<file path="src/rtl/alu_mdu.sv">
// alu_mdu -- MIPS EX-stage ALU with an iterative radix-2 multiply/divide unit.
//
// Purpose: single-cycle logic, arithmetic, shift and HI/LO-move results are
// produced combinationally on y.  MULT/MULTU/DIV/DIVU run on a shift-add /
// restoring-divide engine that takes WIDTH cycles and writes {hi, lo}.
//
// Ports:
//   clk, rst       rising-edge clock, asynchronous active-high reset
//   a, b           operands (b already extended for I-type)
//   hi, lo         current HI/LO register values (for MFHI/MFLO)
//   sa             instruction shift amount
//   op             8-bit EXE_*_OP code
//   valid_i        op is a live instruction
//   flush          synchronous cancel of any MDU operation
//   y              combinational result
//   overflow       signed overflow of ADD/ADDI/SUB
//   stall_o        hold EX stage and upstream while the MDU is busy
//   hilo_o         registered {hi, lo} MDU result
//   hilo_we        one-cycle HI/LO write strobe
//
// Optional feature: define ALU_OVF_EN to build the overflow detector;
// otherwise overflow is tied to 0.

module alu_mdu #(
    parameter int WIDTH = 32,
    localparam int SA_W = $clog2(WIDTH)
) (
    input  logic               clk,
    input  logic               rst,
    input  logic [WIDTH-1:0]   a,
    input  logic [WIDTH-1:0]   b,
    input  logic [WIDTH-1:0]   hi,
    input  logic [WIDTH-1:0]   lo,
    input  logic [SA_W-1:0]    sa,
    input  logic [7:0]         op,
    input  logic               valid_i,
    input  logic               flush,
    output logic [WIDTH-1:0]   y,
    output logic               overflow,
    output logic               stall_o,
    output logic [2*WIDTH-1:0] hilo_o,
    output logic               hilo_we
);
    localparam int CNT_W = $clog2(WIDTH) + 1;
    localparam int IMM_W = (WIDTH < 16) ? WIDTH : 16;

    localparam logic [7:0] EXE_AND_OP   = 8'b0010_0100;
    localparam logic [7:0] EXE_OR_OP    = 8'b0010_0101;
    localparam logic [7:0] EXE_XOR_OP   = 8'b0010_0110;
    localparam logic [7:0] EXE_NOR_OP   = 8'b0010_0111;
    localparam logic [7:0] EXE_ANDI_OP  = 8'b0101_1001;
    localparam logic [7:0] EXE_ORI_OP   = 8'b0101_1010;
    localparam logic [7:0] EXE_XORI_OP  = 8'b0101_1011;
    localparam logic [7:0] EXE_LUI_OP   = 8'b0101_1100;
    localparam logic [7:0] EXE_SLL_OP   = 8'b0111_1100;
    localparam logic [7:0] EXE_SLLV_OP  = 8'b0000_0100;
    localparam logic [7:0] EXE_SRL_OP   = 8'b0000_0010;
    localparam logic [7:0] EXE_SRLV_OP  = 8'b0000_0110;
    localparam logic [7:0] EXE_SRA_OP   = 8'b0000_0011;
    localparam logic [7:0] EXE_SRAV_OP  = 8'b0000_0111;
    localparam logic [7:0] EXE_MFHI_OP  = 8'b0001_0000;
    localparam logic [7:0] EXE_MFLO_OP  = 8'b0001_0010;
    localparam logic [7:0] EXE_SLT_OP   = 8'b0010_1010;
    localparam logic [7:0] EXE_SLTU_OP  = 8'b0010_1011;
    localparam logic [7:0] EXE_SLTI_OP  = 8'b0101_0111;
    localparam logic [7:0] EXE_SLTIU_OP = 8'b0101_1000;
    localparam logic [7:0] EXE_ADD_OP   = 8'b0010_0000;
    localparam logic [7:0] EXE_ADDU_OP  = 8'b0010_0001;
    localparam logic [7:0] EXE_SUB_OP   = 8'b0010_0010;
    localparam logic [7:0] EXE_SUBU_OP  = 8'b0010_0011;
    localparam logic [7:0] EXE_ADDI_OP  = 8'b0101_0101;
    localparam logic [7:0] EXE_ADDIU_OP = 8'b0101_0110;
    localparam logic [7:0] EXE_MULT_OP  = 8'b0001_1000;
    localparam logic [7:0] EXE_MULTU_OP = 8'b0001_1001;
    localparam logic [7:0] EXE_DIV_OP   = 8'b0001_1010;
    localparam logic [7:0] EXE_DIVU_OP  = 8'b0001_1011;

    typedef enum logic [1:0] {IDLE, BUSY, DONE} state_t;

    state_t                 state_q, state_d;
    logic [CNT_W-1:0]       count_q;
    logic [2*WIDTH-1:0]     acc_q;
    logic [WIDTH-1:0]       opnd_q;
    logic                   is_div_q, neg_q_q, neg_r_q, div_zero_q;

    logic                   is_md, is_sgn, is_div, start;
    logic [WIDTH-1:0]       sum, diff, imm_z, a_mag, b_mag;
    logic signed [WIDTH-1:0] a_s, b_s;
    logic [WIDTH:0]         mul_sum, div_trial;
    logic [2*WIDTH-1:0]     step_next;

    // Signs of the raw operands drive the final correction: quotient/product
    // negate on differing signs, remainder follows the dividend.  A zero
    // divisor keeps the all-ones quotient the restoring loop naturally yields.
    function automatic logic [2*WIDTH-1:0] sign_fix(
        input logic [2*WIDTH-1:0] raw,
        input logic               div,
        input logic               neg_q,
        input logic               neg_r,
        input logic               dz
    );
        logic [WIDTH-1:0] q, r;
        if (!div) begin
            sign_fix = neg_q ? -raw : raw;
        end else begin
            q = raw[WIDTH-1:0];
            r = raw[2*WIDTH-1:WIDTH];
            if (dz)
                q = '1;
            else if (neg_q)
                q = -q;
            if (neg_r)
                r = -r;
            sign_fix = {r, q};
        end
    endfunction

    assign a_s   = a;
    assign b_s   = b;
    assign sum   = a + b;
    assign diff  = a - b;
    assign is_md  = (op == EXE_MULT_OP) || (op == EXE_MULTU_OP) ||
                    (op == EXE_DIV_OP)  || (op == EXE_DIVU_OP);
    assign is_sgn = (op == EXE_MULT_OP) || (op == EXE_DIV_OP);
    assign is_div = (op == EXE_DIV_OP)  || (op == EXE_DIVU_OP);
    assign a_mag  = (is_sgn && a[WIDTH-1]) ? -a : a;
    assign b_mag  = (is_sgn && b[WIDTH-1]) ? -b : b;
    assign start  = (state_q == IDLE) && valid_i && is_md && !flush;

    always_comb begin
        imm_z = '0;
        imm_z[IMM_W-1:0] = b[IMM_W-1:0];
    end

    always_comb begin
        y = '0;
        case (op)
            EXE_AND_OP:                 y = a & b;
            EXE_OR_OP:                  y = a | b;
            EXE_XOR_OP:                 y = a ^ b;
            EXE_NOR_OP:                 y = ~(a | b);
            EXE_ANDI_OP:                y = a & imm_z;
            EXE_ORI_OP:                 y = a | imm_z;
            EXE_XORI_OP:                y = a ^ imm_z;
            EXE_LUI_OP:                 y = imm_z << 16;
            EXE_ADD_OP, EXE_ADDU_OP,
            EXE_ADDI_OP, EXE_ADDIU_OP:  y = sum;
            EXE_SUB_OP, EXE_SUBU_OP:    y = diff;
            EXE_SLT_OP, EXE_SLTI_OP:    y = {{(WIDTH-1){1'b0}}, (a_s < b_s)};
            EXE_SLTU_OP, EXE_SLTIU_OP:  y = {{(WIDTH-1){1'b0}}, (a < b)};
            EXE_SLL_OP:                 y = b << sa;
            EXE_SRL_OP:                 y = b >> sa;
            EXE_SRA_OP:                 y = b_s >>> sa;
            EXE_SLLV_OP:                y = b << a[SA_W-1:0];
            EXE_SRLV_OP:                y = b >> a[SA_W-1:0];
            EXE_SRAV_OP:                y = b_s >>> a[SA_W-1:0];
            EXE_MFHI_OP:                y = hi;
            EXE_MFLO_OP:                y = lo;
            default:                    y = '0;
        endcase
    end

`ifdef ALU_OVF_EN
    always_comb begin
        overflow = 1'b0;
        case (op)
            EXE_ADD_OP, EXE_ADDI_OP:
                overflow = (a[WIDTH-1] == b[WIDTH-1]) && (sum[WIDTH-1] != a[WIDTH-1]);
            EXE_SUB_OP:
                overflow = (a[WIDTH-1] != b[WIDTH-1]) && (diff[WIDTH-1] != a[WIDTH-1]);
            default:
                overflow = 1'b0;
        endcase
    end
`else
    assign overflow = 1'b0;
`endif

    // One engine step: mult keeps {partial, multiplier} and shifts right;
    // div keeps {remainder, dividend/quotient} and shifts left.
    assign mul_sum   = {1'b0, acc_q[2*WIDTH-1:WIDTH]} + (acc_q[0] ? {1'b0, opnd_q} : '0);
    assign div_trial = {acc_q[2*WIDTH-1:WIDTH], acc_q[WIDTH-1]} - {1'b0, opnd_q};
    always_comb begin
        step_next = {mul_sum, acc_q[WIDTH-1:1]};
        if (is_div_q)
            step_next = div_trial[WIDTH] ? {acc_q[2*WIDTH-2:0], 1'b0}
                                         : {div_trial[WIDTH-1:0], acc_q[WIDTH-2:0], 1'b1};
    end

    always_comb begin
        state_d = state_q;
        case (state_q)
            IDLE:    if (start) state_d = BUSY;
            BUSY:    if (count_q == CNT_W'(1)) state_d = DONE;
            DONE:    state_d = IDLE;
            default: state_d = IDLE;
        endcase
        if (flush)
            state_d = IDLE;
    end

    assign stall_o = start || (state_q == BUSY);
    assign hilo_we = (state_q == DONE);

    always_ff @(posedge clk or posedge rst) begin
        if (rst) begin
            state_q <= IDLE;
            count_q <= '0;
            hilo_o  <= '0;
        end else begin
            state_q <= state_d;
            if (start)
                count_q <= CNT_W'(WIDTH);
            else if (state_q == BUSY)
                count_q <= count_q - CNT_W'(1);
            if (state_q == BUSY && count_q == CNT_W'(1) && !flush)
                hilo_o <= sign_fix(step_next, is_div_q, neg_q_q, neg_r_q, div_zero_q);
        end
    end

    // Datapath registers carry no reset; they are always loaded on start.
    always_ff @(posedge clk) begin
        if (start) begin
            acc_q      <= {{WIDTH{1'b0}}, (is_div ? a_mag : b_mag)};
            opnd_q     <= is_div ? b_mag : a_mag;
            is_div_q   <= is_div;
            neg_q_q    <= is_sgn && (a[WIDTH-1] ^ b[WIDTH-1]);
            neg_r_q    <= is_sgn && a[WIDTH-1];
            div_zero_q <= (b == '0);
        end else if (state_q == BUSY) begin
            acc_q      <= step_next;
        end
    end

endmodule

</file>
<file path="config.mk">
export PLATFORM = sky130hd
export DESIGN_NAME = alu_mdu
export DESIGN_NICKNAME = d
export VERILOG_FILES = /design/src/rtl/alu_mdu.sv
export SDC_FILE = /design/constraint.sdc
export NUM_CORES = 1
export LEC_CHECK = 0
export ABC_CLOCK_PERIOD_IN_PS = 16900
export BUFFER_PORTS_ARGS = -buffer_cell sky130_fd_sc_hd__buf_4
export CAP_MARGIN = 20
export CORE_MARGIN = 10
export CORE_UTILIZATION = 30
export DETAILED_ROUTE_END_ITERATION = 16
export GPL_ROUTABILITY_DRIVEN = 0
export HOLD_SLACK_MARGIN = 0.05
export PLACE_DENSITY_LB_ADDON = 0.08
export SKIP_CTS_REPAIR_TIMING = 1
export SYNTH_ARGS = -nofsm -noshare
export SYNTH_HDL_FRONTEND = slang
export SYNTH_SLANG_ARGS = --single-unit
</file>
<file path="constraint.sdc">
create_clock -name clk -period 16.9 [get_ports clk]
set_input_delay 1.69 -clock clk [delete_from_list [all_inputs] [get_ports clk]]
set_output_delay 1.69 -clock clk [all_outputs]
set_load 0.05 [all_outputs]
</file>
==> metrics.md <==
| Metric | Value |
|---|---|
| Outcome | finished, final reports clean |
| Crit-path cells | buf_4, or3_1, nor3_1, nand3_1, mux2i_4, buf_4, mux2i_1, mux2i_1, mux2i_1, nand2_1, nand2_1, o22ai_1, a221oi_1, o2111ai_1, buf_4 |
| Area delta synth->final | 14.50% |
| Setup TNS | 0 ns |
| Place WS | 8.219 ns |
| FMAX | 112.9 MHz |
| Starting density of the core | 30.15% |
| Final ANT Viol Nets | 0 |
| Wire per inst | 27.47 um |
| Worst Tran Pin Value | 1.209 ns |
| Post-Synthesis Cells | 3309 |
| DRC Markers | 0 |
| Synth Net Count | 3624 |
| Dpl hpwl | 98.70 mm |
| I/O Buffers | 242 |
| Synth top cells by count | nand2_1 (394), a21oi_1 (332), nor2_1 (310) |
| CTS buffer count | 17 |
| Seq/Total Area, Yosys | 18.53% |
| Int Power | 1.026 mW |
| Post-route total power | 1.917 mW |
| Total of warnings raised by yosys | 0 |
| CP Class | in2out |
| IO Pins | 244 |
| Crit path DAT | 7.17 ns |
| Largest cells by area after synthesis | mux2i_1 (10%), ha_1 (8.6%), edfxtp_1 (8.4%) |
| Worst-path maximum fanout | 52 |
| Power Dens Cells | 69.18 nW/um^2 |
| Slowest CP cell | nand3_1 |
| Count leader, synth | nand2_1 |
| Clock sinks | 172 |
| Die Wd | 304.0 um |
| Area leader, netlist | mux2i_1 |
| Initial antenna violation count | 2 |
| Count of pins over their slew limit | 0 |
| Clock-pin slew of the registers on the worst-case setup and hold paths | 0.07 ns |
| Clock power share | 21.5% |
| Vias/cell | 6.020 |
| Post-route minimum period | 8.858 ns |
| N_diodes | 0 |
| Clk Tree Root Cell | clkbuf_16 |
| Min-Delay Path Class | reg2reg |
| Die Area | 92440 um^2 |
| Synth Cell Area | 24200 um^2 |
| Period utilization | 52.41% |
| Slew margin rel. | 18.39% |
| Max H-tree Level | 4 |
| Total gr overflow | 0 |
| Share of layout cells above drive strength 1 | 12.09% |
| Cell Rows | 104 |
| Final Instance Area | 27720 um^2 |
| First-pass GRT wire length | 179.0 mm |
| DP Area | 27110 um^2 |
| Largest net degree at the start of global routing | 73 |
| EDFF count, synth | 68 |
| Clock latency on the worst-skew pair | 0.47 ns |
| Top_reg_cell synth | dfrtp_1 |
| Top-area cell type share of the netlist area | 10.26% |
| Hold Fails Final Rpt | 0 |
| Critical Path RT | 15.21 ns |
| Worst clock skew | 0.01690 ns |
| Initial DRC count | 2974 |
| Layout net count | 3734 |
| CTS tree | yes |
| Vias | 27040 |
| Lkg Pwr | 11.72 nW |
| Maximum vdd drop | 0.00007976 V |
| Clk buf depth | 2 |
| FFs w/ async S/R, synth | 41.86% |
| Share of power burned in registers | 26.0% |
| Slowest Stage Delay on Critical Path | 0.80 ns |
| Synth unique cells | 97 |
| Core area | 80290 um^2 |
| GRT Total Usage | 25.23% |
| Synthesized area per cell | 7.315 um^2 |
| Worst setup margin | 8.042 ns |
| Setup crit start kind | input port |
| Max_cap viols | 0 |
| Combinational share of power | 52.4% |
| Unrepaired setup endpoints after global routing | no |
| Die height | 304.0 um |
| Yosys reg bits | 172 |
| Sw Ratio | 46.47% |
| Critical path capture point type | output port |
| NetSw | 0.8910 mW |
| Number of global-route vias before repair | 26060 |
| Final setup fails | 0 |
| DRT Pass-1 Iters | 10 |
| Post-Route WL | 123.4 mm |
-- final timing paths --
path                                  from          to  slack, ns  cells after the start
worst max-delay path                 op[3]       y[23]       8.04                     15
worst min-delay path            hilo_o[34]  hilo_o[34]       0.48                      2
worst max register to register   acc_q[31]  hilo_o[60]       9.53                     24
worst min register to register  hilo_o[34]  hilo_o[34]       0.48                      2
max in group asynchronous              rst  hilo_o[63]      14.79                      3
min in group asynchronous              rst  hilo_o[30]       1.50                      3
-- area by class of cell --
type	instances	area (um^2)
Fill cell	8628	52570
Multi-Input combinational cell	2762	18410
Sequential cell	172	4484
Timing Repair Buffer	302	2280
Tap cell	1060	1326
Inverter	164	616.8
Clock buffer	17	425.4
Clock inverter	15	172.7
-- cells in the final DEF (no fill, tap or decap), types with 48 or more instances in the layout --
cell / netlist / final
dfrtp_1: 72 / 72
xor2_1: 49 / 49
buf_4: 3 / 301
nand3_1: 97 / 97
mux2i_1: 248 / 243
a21oi_1: 332 / 324
o21ai_0: 235 / 233
nor3_1: 56 / 55
edfxtp_1: 68 / 68
ha_1: 166 / 166
and2_1: 48 / 48
xnor2_1: 131 / 131
nor2_1: 310 / 308
nand2_1: 394 / 392
inv_1: 158 / 156
-- flip-flops by register name (all words and copies together), names as in the netlist --
name / flops
neg_r_q: 1
is_div_q: 1
neg_q_q: 1
count_q: 6
state_q: 2
div_zero_q: 1
opnd_q: 32
acc_q: 64
hilo_o: 64
-- worst max-delay path: cells and delay by family --
kind / cells / cell delay [ns]
AO/OA/AOI/OAI: 3 / 0.96
buffers and inverters: 3 / 0.95
AND/OR/NAND/NOR: 5 / 2.14
multiplexers: 4 / 1.38
-- power by group through the flow --
stage	sequential, mW	clock [mW]	combinational (mW)
6_report	0.499	0.413	1.01
5_1_grt	0.504	0.438	1.09
4_1_cts	0.499	0.421	0.989
3_5_place_dp	0.507	0	0.984
3_3_place_gp	0.507	0	0.979
2_1_floorplan	0.493	0	0.692
-- cells by family after synthesis --
family / share of synthesized area [%]
xor+xnor: 6.513
flops: 18.53
buf+inv: 5.950
compound gates: 27.60
mux: 11.88
simple gates: 20.59
fa+ha+maj: 8.912
other cells: 0.01549
-- layer usage --
metal / routed length [um] / part of all wire (%) / global-route usage [%]
met1: 49890 / 40 / 31.18
met2: 57910 / 47 / 42.71
met3: 9410 / 7.6 / 3.690
met4: 6196 / 5.0 / 11.59
met5: 9 / 0.0073 / 0
-- metrics by stage --
| stage | util (%) | instances | hold WS [ns] |
|---|---|---|---|
| final | 34.52 | 4492 | 0.4846 |
| after global routing | 34.52 | 4492 | 0.5215 |
| after CTS | 34.51 | 4491 | 0.4895 |
| after detailed placement | 33.77 | 4459 | 0.4729 |
| after global placement | 33.73 | 4457 | 0.4660 |
| after floorplan | - | 3309 | 0.4697 |
(Power assumes the default switching activity.)
